[config.mk]
export PLATFORM = sky130hd
export DESIGN_NAME = goertzel_tone_gen_flat
export DESIGN_NICKNAME = d
export VERILOG_FILES = /design/src/rtl/goertzel_tone_gen_pkg.sv /design/src/rtl/goertzel_tone_gen_if.sv /design/src/rtl/goertzel_tone_gen_mac.sv /design/src/rtl/goertzel_tone_gen.sv /design/src/flat_wrapper.sv
export SDC_FILE = /design/constraint.sdc
export NUM_CORES = 2
export LEC_CHECK = 0
export CAP_MARGIN = 20
export CORE_MARGIN = 3
export CORE_UTILIZATION = 55
export DETAILED_ROUTE_END_ITERATION = 16
export DONT_BUFFER_PORTS = 1
export HOLD_SLACK_MARGIN = 0.02
export PLACE_DENSITY = 0.78
export SLEW_MARGIN = 20
export SYNTH_ARGS = -nofsm -noshare
export SYNTH_HDL_FRONTEND = slang
export SYNTH_SLANG_ARGS = --single-unit
export TNS_END_PERCENT = 20
[constraint.sdc]
create_clock -name clock -period 10 [get_ports clock]
set_clock_uncertainty 0.05 [all_clocks]
set_input_delay 2 -clock clock [delete_from_list [all_inputs] [get_ports clock]]
set_output_delay 2 -clock clock [all_outputs]
set_load 0.02 [all_outputs]
[src/rtl/goertzel_tone_gen_pkg.sv]
// Shared definitions for the Goertzel test-tone generator.
//   FRAC_DEF            default fractional bits of the Q2.30 coefficient
//   ONE_Q30, ZERO_COEFF handy coefficients (2cos(60deg) = 1.0, 2cos(90deg) = 0)
//   SAT_MAX / SAT_MIN   32-bit signed clamp limits (plus 34-bit copies for compares)
//   state_t             generator FSM encoding
//   sat34, neg_sat32    clamp helpers shared by the datapath and the control
`timescale 1ns/1ps
package goertzel_tone_gen_pkg;

  localparam int FRAC_DEF = 30;

  localparam logic signed [31:0] ONE_Q30    = 32'sh4000_0000;
  localparam logic signed [31:0] ZERO_COEFF = 32'sh0000_0000;

  localparam logic signed [31:0] SAT_MAX   = 32'sh7FFF_FFFF;
  localparam logic signed [31:0] SAT_MIN   = 32'sh8000_0000;
  localparam logic signed [33:0] SAT_MAX34 = 34'sd2147483647;
  localparam logic signed [33:0] SAT_MIN34 = -34'sd2147483648;

  typedef enum logic [2:0] {
    S_IDLE = 3'd0,
    S_WAIT = 3'd1,
    S_MUL1 = 3'd2,
    S_MUL2 = 3'd3,
    S_UPD  = 3'd4,
    S_FIN  = 3'd5
  } state_t;

  // Clamp a 34-bit signed intermediate into the 32-bit signed sample range.
  function automatic logic signed [31:0] sat34(input logic signed [33:0] v);
    if (v > SAT_MAX34) return SAT_MAX;
    else if (v < SAT_MIN34) return SAT_MIN;
    else return v[31:0];
  endfunction

  // Saturating negate: -(-2^31) becomes 2^31-1 instead of wrapping.
  function automatic logic signed [31:0] neg_sat32(input logic signed [31:0] v);
    return sat34(-34'(v));
  endfunction

endpackage

[src/rtl/goertzel_tone_gen_if.sv]
// Bus between the tone generator and whoever drives it.
//   master modport: drives sample_tick, start, coeff, init_y1; observes results
//   slave  modport: the generator itself
// Handshake: strobe based, no back-pressure. start and sample_tick are one-cycle
// pulses the generator must take when they occur (start only while idle, ticks
// only in WAIT); sample_valid is a one-cycle pulse qualifying sample, and done is
// a one-cycle pulse after the last sample. state_dbg mirrors the FSM state.
`timescale 1ns/1ps
interface goertzel_tone_gen_if;
  logic                          sample_tick;
  logic                          start;
  logic signed [31:0]            coeff;
  logic signed [31:0]            init_y1;
  logic signed [31:0]            sample;
  logic                          sample_valid;
  logic                          busy;
  logic                          done;
  logic                          overrun;
  goertzel_tone_gen_pkg::state_t state_dbg;

  modport master (
    output sample_tick, start, coeff, init_y1,
    input  sample, sample_valid, busy, done, overrun, state_dbg
  );

  modport slave (
    input  sample_tick, start, coeff, init_y1,
    output sample, sample_valid, busy, done, overrun, state_dbg
  );
endinterface

[src/rtl/goertzel_tone_gen_mac.sv]
// tone_mac: one step of the recurrence y_next = sat32(rnd(coeff*y_cur) - y_prev).
//   clock, reset_n       clock and asynchronous active-low reset
//   in_valid             operands are captured this cycle
//   coeff, y_cur, y_prev Q2.30 coefficient and the two previous samples
//   out_valid, y_next    result qualifier and saturated next sample
// Three register stages: operands, 64-bit product, rounded 34-bit value. The
// subtract and clamp after the last register are combinational so the control
// can commit y_next at the end of the cycle in which out_valid is high.
`timescale 1ns/1ps
module tone_mac
  import goertzel_tone_gen_pkg::*;
#(
  parameter int FRAC = FRAC_DEF
) (
  input  logic               clock,
  input  logic               reset_n,
  input  logic               in_valid,
  input  logic signed [31:0] coeff,
  input  logic signed [31:0] y_cur,
  input  logic signed [31:0] y_prev,
  output logic               out_valid,
  output logic signed [31:0] y_next
);

  localparam logic signed [63:0] RND = 64'sd1 <<< (FRAC - 1);

  logic               v0, v1, v2;
  logic signed [31:0] c0, y0, yp0, yp1, yp2;
  logic signed [63:0] p1;
  logic signed [33:0] r2;
  logic signed [33:0] diff;

  always_ff @(posedge clock or negedge reset_n) begin
    if (!reset_n) begin
      v0  <= 1'b0;
      v1  <= 1'b0;
      v2  <= 1'b0;
      c0  <= '0;
      y0  <= '0;
      yp0 <= '0;
      yp1 <= '0;
      yp2 <= '0;
      p1  <= '0;
      r2  <= '0;
    end else begin
      v0  <= in_valid;
      c0  <= coeff;
      y0  <= y_cur;
      yp0 <= y_prev;

      v1  <= v0;
      p1  <= 64'(c0) * 64'(y0);
      yp1 <= yp0;

      // Round half up: add 2^(FRAC-1) then floor-shift. |p1| <= 2^62, so the
      // shifted value fits easily in 34 signed bits.
      v2  <= v1;
      r2  <= 34'((p1 + RND) >>> FRAC);
      yp2 <= yp1;
    end
  end

  assign diff      = r2 - 34'(yp2);
  assign y_next    = sat34(diff);
  assign out_valid = v2;

endmodule

[src/rtl/goertzel_tone_gen.sv]
// goertzel_tone_gen: emits a burst of N_SAMPLES sine samples s[n] =
// sat32(rnd(coeff*s[n-1]) - s[n-2]), s[0]=0, s[1]=init_y1, one per sample_tick.
//   clock, reset_n  system clock, asynchronous active-low reset
//   bus (slave)     start/coeff/init_y1/sample_tick in; sample, sample_valid,
//                   busy, done, overrun, state_dbg out
// A tick while the next sample is still being computed (MUL1/MUL2/UPD) is
// dropped and sets the sticky overrun flag.
`timescale 1ns/1ps
module goertzel_tone_gen
  import goertzel_tone_gen_pkg::*;
#(
  parameter int N_SAMPLES = 520,
  parameter int FRAC      = FRAC_DEF
) (
  input  logic                clock,
  input  logic                reset_n,
  goertzel_tone_gen_if.slave  bus
);

  localparam int                CNT_W = (N_SAMPLES > 2) ? $clog2(N_SAMPLES) : 1;
  localparam logic [CNT_W-1:0]  LAST  = CNT_W'(N_SAMPLES - 1);

  state_t             state;
  logic [CNT_W-1:0]   cnt;
  logic signed [31:0] coeff_r;
  logic signed [31:0] y_cur;
  logic signed [31:0] y_prev;
  logic signed [31:0] sample_r;
  logic               sample_valid_r;
  logic               busy_r;
  logic               done_r;
  logic               overrun_r;

  logic               mac_in_valid;
  logic               mac_out_valid;
  logic signed [31:0] mac_y;

  // Operands are captured on the accepted tick, so the result is ready in UPD.
  assign mac_in_valid = (state == S_WAIT) && bus.sample_tick;

  tone_mac #(.FRAC(FRAC)) u_mac (
    .clock     (clock),
    .reset_n   (reset_n),
    .in_valid  (mac_in_valid),
    .coeff     (coeff_r),
    .y_cur     (y_cur),
    .y_prev    (y_prev),
    .out_valid (mac_out_valid),
    .y_next    (mac_y)
  );

  always_ff @(posedge clock or negedge reset_n) begin
    if (!reset_n) begin
      state          <= S_IDLE;
      cnt            <= '0;
      coeff_r        <= '0;
      y_cur          <= '0;
      y_prev         <= '0;
      sample_r       <= '0;
      sample_valid_r <= 1'b0;
      busy_r         <= 1'b0;
      done_r         <= 1'b0;
      overrun_r      <= 1'b0;
    end else begin
      sample_valid_r <= 1'b0;
      done_r         <= 1'b0;
      case (state)
        S_IDLE: begin
          // A simultaneous tick is deliberately not sampled here.
          if (bus.start) begin
            coeff_r   <= bus.coeff;
            y_cur     <= '0;
            // s[-1] = -s[1] makes the first recurrence step produce init_y1.
            y_prev    <= neg_sat32(bus.init_y1);
            cnt       <= '0;
            overrun_r <= 1'b0;
            busy_r    <= 1'b1;
            state     <= S_WAIT;
          end
        end
        S_WAIT: begin
          if (bus.sample_tick) begin
            sample_r       <= y_cur;
            sample_valid_r <= 1'b1;
            cnt            <= cnt + 1'b1;
            state          <= (cnt == LAST) ? S_FIN : S_MUL1;
          end
        end
        S_MUL1: begin
          if (bus.sample_tick) overrun_r <= 1'b1;
          state <= S_MUL2;
        end
        S_MUL2: begin
          if (bus.sample_tick) overrun_r <= 1'b1;
          state <= S_UPD;
        end
        S_UPD: begin
          if (bus.sample_tick) overrun_r <= 1'b1;
          if (mac_out_valid) begin
            y_prev <= y_cur;
            y_cur  <= mac_y;
          end
          state <= S_WAIT;
        end
        S_FIN: begin
          done_r <= 1'b1;
          busy_r <= 1'b0;
          state  <= S_IDLE;
        end
        default: state <= S_IDLE;
      endcase
    end
  end

  assign bus.sample       = sample_r;
  assign bus.sample_valid = sample_valid_r;
  assign bus.busy         = busy_r;
  assign bus.done         = done_r;
  assign bus.overrun      = overrun_r;
  assign bus.state_dbg    = state;

endmodule

[src/flat_wrapper.sv]
// flat-port wrapper written by rule: the top's interface ports become plain ports
module goertzel_tone_gen_flat import goertzel_tone_gen_pkg::*;
#(
  parameter int N_SAMPLES = 520,
  parameter int FRAC      = FRAC_DEF
)
  (clock, reset_n, bus_sample_tick, bus_start, bus_coeff, bus_init_y1, bus_sample, bus_sample_valid, bus_busy, bus_done, bus_overrun, bus_state_dbg);
  goertzel_tone_gen_if bus_i ();
  input  logic clock;
  input  logic reset_n;
  input wire logic [$bits(bus_i.sample_tick)-1:0] bus_sample_tick;
  input wire logic [$bits(bus_i.start)-1:0] bus_start;
  input wire logic [$bits(bus_i.coeff)-1:0] bus_coeff;
  input wire logic [$bits(bus_i.init_y1)-1:0] bus_init_y1;
  output wire logic [$bits(bus_i.sample)-1:0] bus_sample;
  output wire logic [$bits(bus_i.sample_valid)-1:0] bus_sample_valid;
  output wire logic [$bits(bus_i.busy)-1:0] bus_busy;
  output wire logic [$bits(bus_i.done)-1:0] bus_done;
  output wire logic [$bits(bus_i.overrun)-1:0] bus_overrun;
  output wire logic [$bits(bus_i.state_dbg)-1:0] bus_state_dbg;
  assign bus_i.sample_tick = bus_sample_tick;
  assign bus_i.start = bus_start;
  assign bus_i.coeff = bus_coeff;
  assign bus_i.init_y1 = bus_init_y1;
  assign bus_sample = bus_i.sample;
  assign bus_sample_valid = bus_i.sample_valid;
  assign bus_busy = bus_i.busy;
  assign bus_done = bus_i.done;
  assign bus_overrun = bus_i.overrun;
  assign bus_state_dbg = bus_i.state_dbg;
  goertzel_tone_gen #(.N_SAMPLES(N_SAMPLES), .FRAC(FRAC)) u_core (.clock(clock), .reset_n(reset_n), .bus(bus_i));
endmodule
Word-level counts from Yosys, hierarchy flattened. Index checks and enable logic that the tools add are counted. Widths: inputs -> output; s select.

RAM bits: 0. Input port bits: 68. Output and inout port bits: 39. Memories kept: 0. Register bits: 406. Latch bits: 0. ROM bits: 0.

Add/subtract/negate cells: 4. Equal/unequal tests: 10. Multiplexer cells: 25. Magnitude comparators: 4. Reductions and logical operators: 14. Shifts and indexed selects: 0. $mul: 1. Divide/modulo/power cells: 0. Bitwise operators: 0.

Operators with widths (count): $mux 32 (8); $pmux 32 s2 (2); $gt 34x32->1 const B (2); $lt 34x32->1 const B (2); $add 64x31->64 const B (1); $mul 32x32->64 (1); $neg 32->34 (1); $sub 34x32->34 (1); $mux 10 (2); $pmux 10 s2 (1); $pmux 3 s5 (1); $add 10x1->10 const B (1); $eq 10x10->1 const B (1); $mux 3 (3); $reduce_and 3->1 (3); $reduce_and 2->1 (4); $reduce_bool 2->1 (4); $eq 3x2->1 const B (2); $eq 3x3->1 const B (2); $mux 1 (6); $ne 2x2->1 const B (3); $pmux 1 s2 (2); $eq 3x1->1 const B (1); $logic_not 3->1 (1); other kinds (3) (3).

Depth between registers and ports, before layout.
Depth in word-level cells: 6. Gate-level depth with buffers: 29. Mapped depth without buffers: 27.

Cells and area by module. Synthesis repeated with hierarchy kept, for this count alone.

Cells, all modules: 5140. Area total of the unflattened synthesis: 50636.1 um^2.

By module, submodules not included: tone_mac (cells each 4376, times used 1, seq. area each 5805.6 um^2, area an instance 43989.7 um^2); goertzel_tone_gen (cells each 764, times used 1, seq. area each 3628.5 um^2, area an instance 6646.4 um^2).

Worst setup path after synthesis. Ideal clock, no wire load.

Kind: reg2reg. From: reg u_core.u_mac.c0[31]. To: reg u_core.u_mac.p1[63]. Buffers on the path: 2. Slack: 1750 ps. Stages on the path, launching flop included: 28. Arrival time: 8120 ps. Clock period less this slack: 8250 ps. Path through: dfrtp_1 > clkbuf_1 > nand2_1 > inv_1 > fa_1 > fa_1 > fa_1 > inv_1 > fa_1 > inv_1 > fa_1 > inv_1 > fa_1 > fa_1 > fa_1 > inv_1 > ha_1 > clkbuf_1 > a21o_1 > a21o_1 > a221oi_1 > o21ai_0 > a211oi_1 > o21bai_1 > a2111oi_0 > o31ai_1 > a21oi_1 > xnor2_1.

Cells in the longest elaborated chain, start to end: 1.

Ends and longest elaborated chain: start: declaration (line goertzel_tone_gen_mac.sv:28) `logic signed [31:0] c0, y0, yp0, yp1, yp2;`; start signal: assignment (line goertzel_tone_gen_mac.sv:47) `c0 <= coeff;`; $mul 32x32->64 (line goertzel_tone_gen_mac.sv:52) `p1 <= 64'(c0) * 64'(y0);`; end signal: assignment (line goertzel_tone_gen_mac.sv:52); end: declaration (line goertzel_tone_gen_mac.sv:29) `logic signed [63:0] p1;`.

Every way passes these cells. A chain may end at the register's enable or synchronous reset.

Worst setup path in the final report.
From: reg u_core.u_mac.c0[12]. To: reg u_core.u_mac.p1[63].

Same word-level chain as after synthesis.

==> results.sh <==
export IMPL_coreArea_um2=90300
export IMPL_row_count=110
export IMPL_first_pass_iters=7
export IMPL_start_kind="flip-flop"
export IMPL_cts_setup_buffers=0
export IMPL_fin_tns_setup_ps=0
export IMPL_period_minus_slack_ps=9380
export IMPL_grt_max_degree=377
export IMPL_preCtsSetupSlack_ps=992
export IMPL_ys_top_cells_by_area="fa_1 43%, dfrtp_1 19%, inv_1 7.9%"
export IMPL_timing_rr_start="u_core.u_mac.c0[12]$_DFF_PN0_"
export IMPL_synthTopCellsByCount="1,082 x fa_1, 1,052 x inv_1, 670 x nand2_1"
export IMPL_hold_ws_ps=297
export IMPL_track_usage=0.270
export IMPL_postSynthCellCount=4998
export IMPL_cp_top_family="adder cells"
export IMPL_layout_drive_gt1_share=0.0436
export IMPL_crit_start="u_core.u_mac.c0[12]$_DFF_PN0_"
export IMPL_syn_area_um2=50200
export IMPL_worst_slack_ps=620
export IMPL_globalRouteOverflowTotal=0
export IMPL_status="completed"
export IMPL_yosys_area_top_type="fa_1"
export IMPL_critical_path_max_stage_delay_ps=1010
export IMPL_drv_cap=0
export IMPL_cts_buffer_depth=3
export IMPL_synth_top_area_share=0.431
export IMPL_hold_path_class="flip-flop to flip-flop"
export IMPL_fin_nets=6242
export IMPL_hold_start="u_core.u_mac.yp1[29]$_DFF_PN0_"
export IMPL_yosysMostFrequentCell="fa_1"
export IMPL_crit_path_end_kind="flip-flop"
export IMPL_regToRegSetupSlack_ps=620
export IMPL_grt_pass1_wl_um=200000
export IMPL_finalHoldViolations=0
export IMPL_path_common_cell="fa_1"
export IMPL_yosysWarnings=0
export IMPL_async_flop_share=1.00
export IMPL_drc=0
export IMPL_slew_headroom=0.254
export IMPL_routed_wirelength_um=122000
export IMPL_worst_setup_path_type="flip-flop to flip-flop"
export IMPL_synth_net_count=6364
export IMPL_rsz0062_at_grt="false"
export IMPL_fmaxAchievable_mhz=107
export IMPL_die_h_um=308
export IMPL_port_buffers=0
export IMPL_hpwl_um=98200
export IMPL_routedWlPerCell_um=20.1
export IMPL_cts_tree="built"
export IMPL_clock_sinks=376
export IMPL_antenna_found_initial=3
export IMPL_arrival_ps=9820
export IMPL_avgSynthCellArea_um2=10.0
export IMPL_critPathBufInv=5
export IMPL_path_clk_slew_ps=60
export IMPL_worstMarginPinSlew_ps=1120
export IMPL_numCtsBuffers=38
export IMPL_post_route_util=0.584
export IMPL_htreeDepth=2
export IMPL_drv_slew=0
export IMPL_reg2reg_to="u_core.u_mac.p1[63]$_DFF_PN0_"
export IMPL_initial_core_util=0.556
export IMPL_area_growth_pct=5.08
export IMPL_ctsResizeCount=0
export IMPL_holdBufCountCts=0
export IMPL_grt_pass1_vias=37323
export IMPL_synth_edf_count=0
export IMPL_synth_seq_cells=376
export IMPL_cp_depth=25
export IMPL_ff2ff_path_depth=25
export IMPL_io_pins=107
export IMPL_insertion_delay_ps=600
export IMPL_synth_flop_cell="dfrtp_1"
export IMPL_num_vias=34127
export IMPL_gp_congestion=0.933
export IMPL_endpoint="u_core.u_mac.p1[63]$_DFF_PN0_"
export IMPL_worst_path_max_fanout=19
export IMPL_synth_cell_types=72
export IMPL_cts_root_buf="clkbuf_16"
export IMPL_cp_required_ps=10440
export IMPL_die_w_um=308
export IMPL_finalSetupViolations=0
export IMPL_die_area_um2=95000
export IMPL_period_share=0.938
export IMPL_seq_area_frac_synth=0.187
export IMPL_antenna_left=0
export IMPL_crit_slowest_cell="dfrtp_1"
export IMPL_drt_iter0_drc=2471
export IMPL_vias_per_cell=5.61
metal layers:
layer / part of all wire / global-route usage / up-vias / routed length (um)
li1: - / - / 14633 / -
met1: 0.39 / 0.351 / 17808 / 47400
met2: 0.49 / 0.458 / 1387 / 60400
met3: 0.073 / 0.0443 / 297 / 8980
met4: 0.044 / 0.105 / 2 / 5370
met5: 0.00011 / 0 / - / 13
flip-flops by register name, summed over array words and instances (netlist names), 3 cells and up:
| signal | count |
|---|---|
| u_core.bus.sample | 32 |
| u_core.bus.state_dbg | 3 |
| u_core.cnt | 10 |
| u_core.coeff_r | 32 |
| u_core.u_mac.c0 | 32 |
| u_core.u_mac.p1 | 35 |
| u_core.u_mac.r2 | 34 |
| u_core.u_mac.y0 | 32 |
| u_core.u_mac.yp0 | 32 |
| u_core.u_mac.yp1 | 32 |
| u_core.u_mac.yp2 | 32 |
| u_core.y_cur | 32 |
| u_core.y_prev | 32 |
metrics by stage:
stage	cells	cell area (um^2)
final	6083	52800
after global routing	6083	52800
after CTS	6081	52800
after detailed placement	6011	51400
after global placement	6011	51400
after floorplan	4998	50200
worst min path at each step:
stage                     cells after the start  slack (ps)                                to
final                                         0         300    u_core.u_mac.yp2[29]$_DFF_PN0_
after global routing                          0         300    u_core.u_mac.yp1[14]$_DFF_PN0_
after CTS                                     0         300    u_core.u_mac.yp1[29]$_DFF_PN0_
after detailed placement                      0         280    u_core.u_mac.yp2[16]$_DFF_PN0_
after global placement                        0         280    u_core.u_mac.yp2[17]$_DFF_PN0_
after floorplan                               0         280  u_core.u_mac.out_valid$_DFF_PN0_
layout by cell type, fill, tap and decap left out, types with 5 or more instances in the layout:
cell type,Yosys,final
nor4_1,11,11
inv_1,1052,1052
and2_1,522,521
or3_1,6,6
xor2_1,47,47
nand4_1,25,25
clkbuf_16,0,38
nor3b_1,5,5
nor2b_1,14,14
a221oi_1,9,9
or2_2,6,6
o21bai_1,14,14
nor3_1,26,26
fa_1,1082,1081
clkinv_2,0,7
a311oi_1,5,5
o22ai_1,33,33
buf_4,0,82
o211ai_1,7,7
and3_1,23,23
nand2_1,670,670
o21a_1,12,12
a211oi_1,11,11
mux2_2,34,34
a21oi_1,75,75
nor2_1,100,99
clkbuf_8,0,11
xnor2_1,94,94
nand3_1,34,34
dfrtp_1,376,374
a221o_1,30,30
nand2b_1,13,13
ha_1,216,216
a21o_1,54,54
o21ai_0,61,61
o31ai_1,8,8
cell families after synthesis:
logic type	count (synthesis)	share of synthesized area
AO/OA/AOI/OAI	367	0.0506
flip-flops	376	0.187
AND/OR/NAND/NOR	1480	0.146
buffers and inverters	1298	0.0977
XOR/XNOR	141	0.0246
multiplexers	38	0.00842
adder cells (fa/ha/maj)	1298	0.485
cell type report:
cell class                      instances  area, um^2
Clock inverter                         20         256
Tap cell                             1176        1470
Sequential cell                       376        9410
Fill cell                            7386       37500
Clock buffer                           50        1110
Timing Repair Buffer                   84         651
Inverter                             1052        3950
Antenna cell                            1        2.50
Multi-Input combinational cell       3324       35900
Power is left out: the tool's default activity adds up to more than one toggle a clock period on the data nets, which glitch-free logic cannot reach.
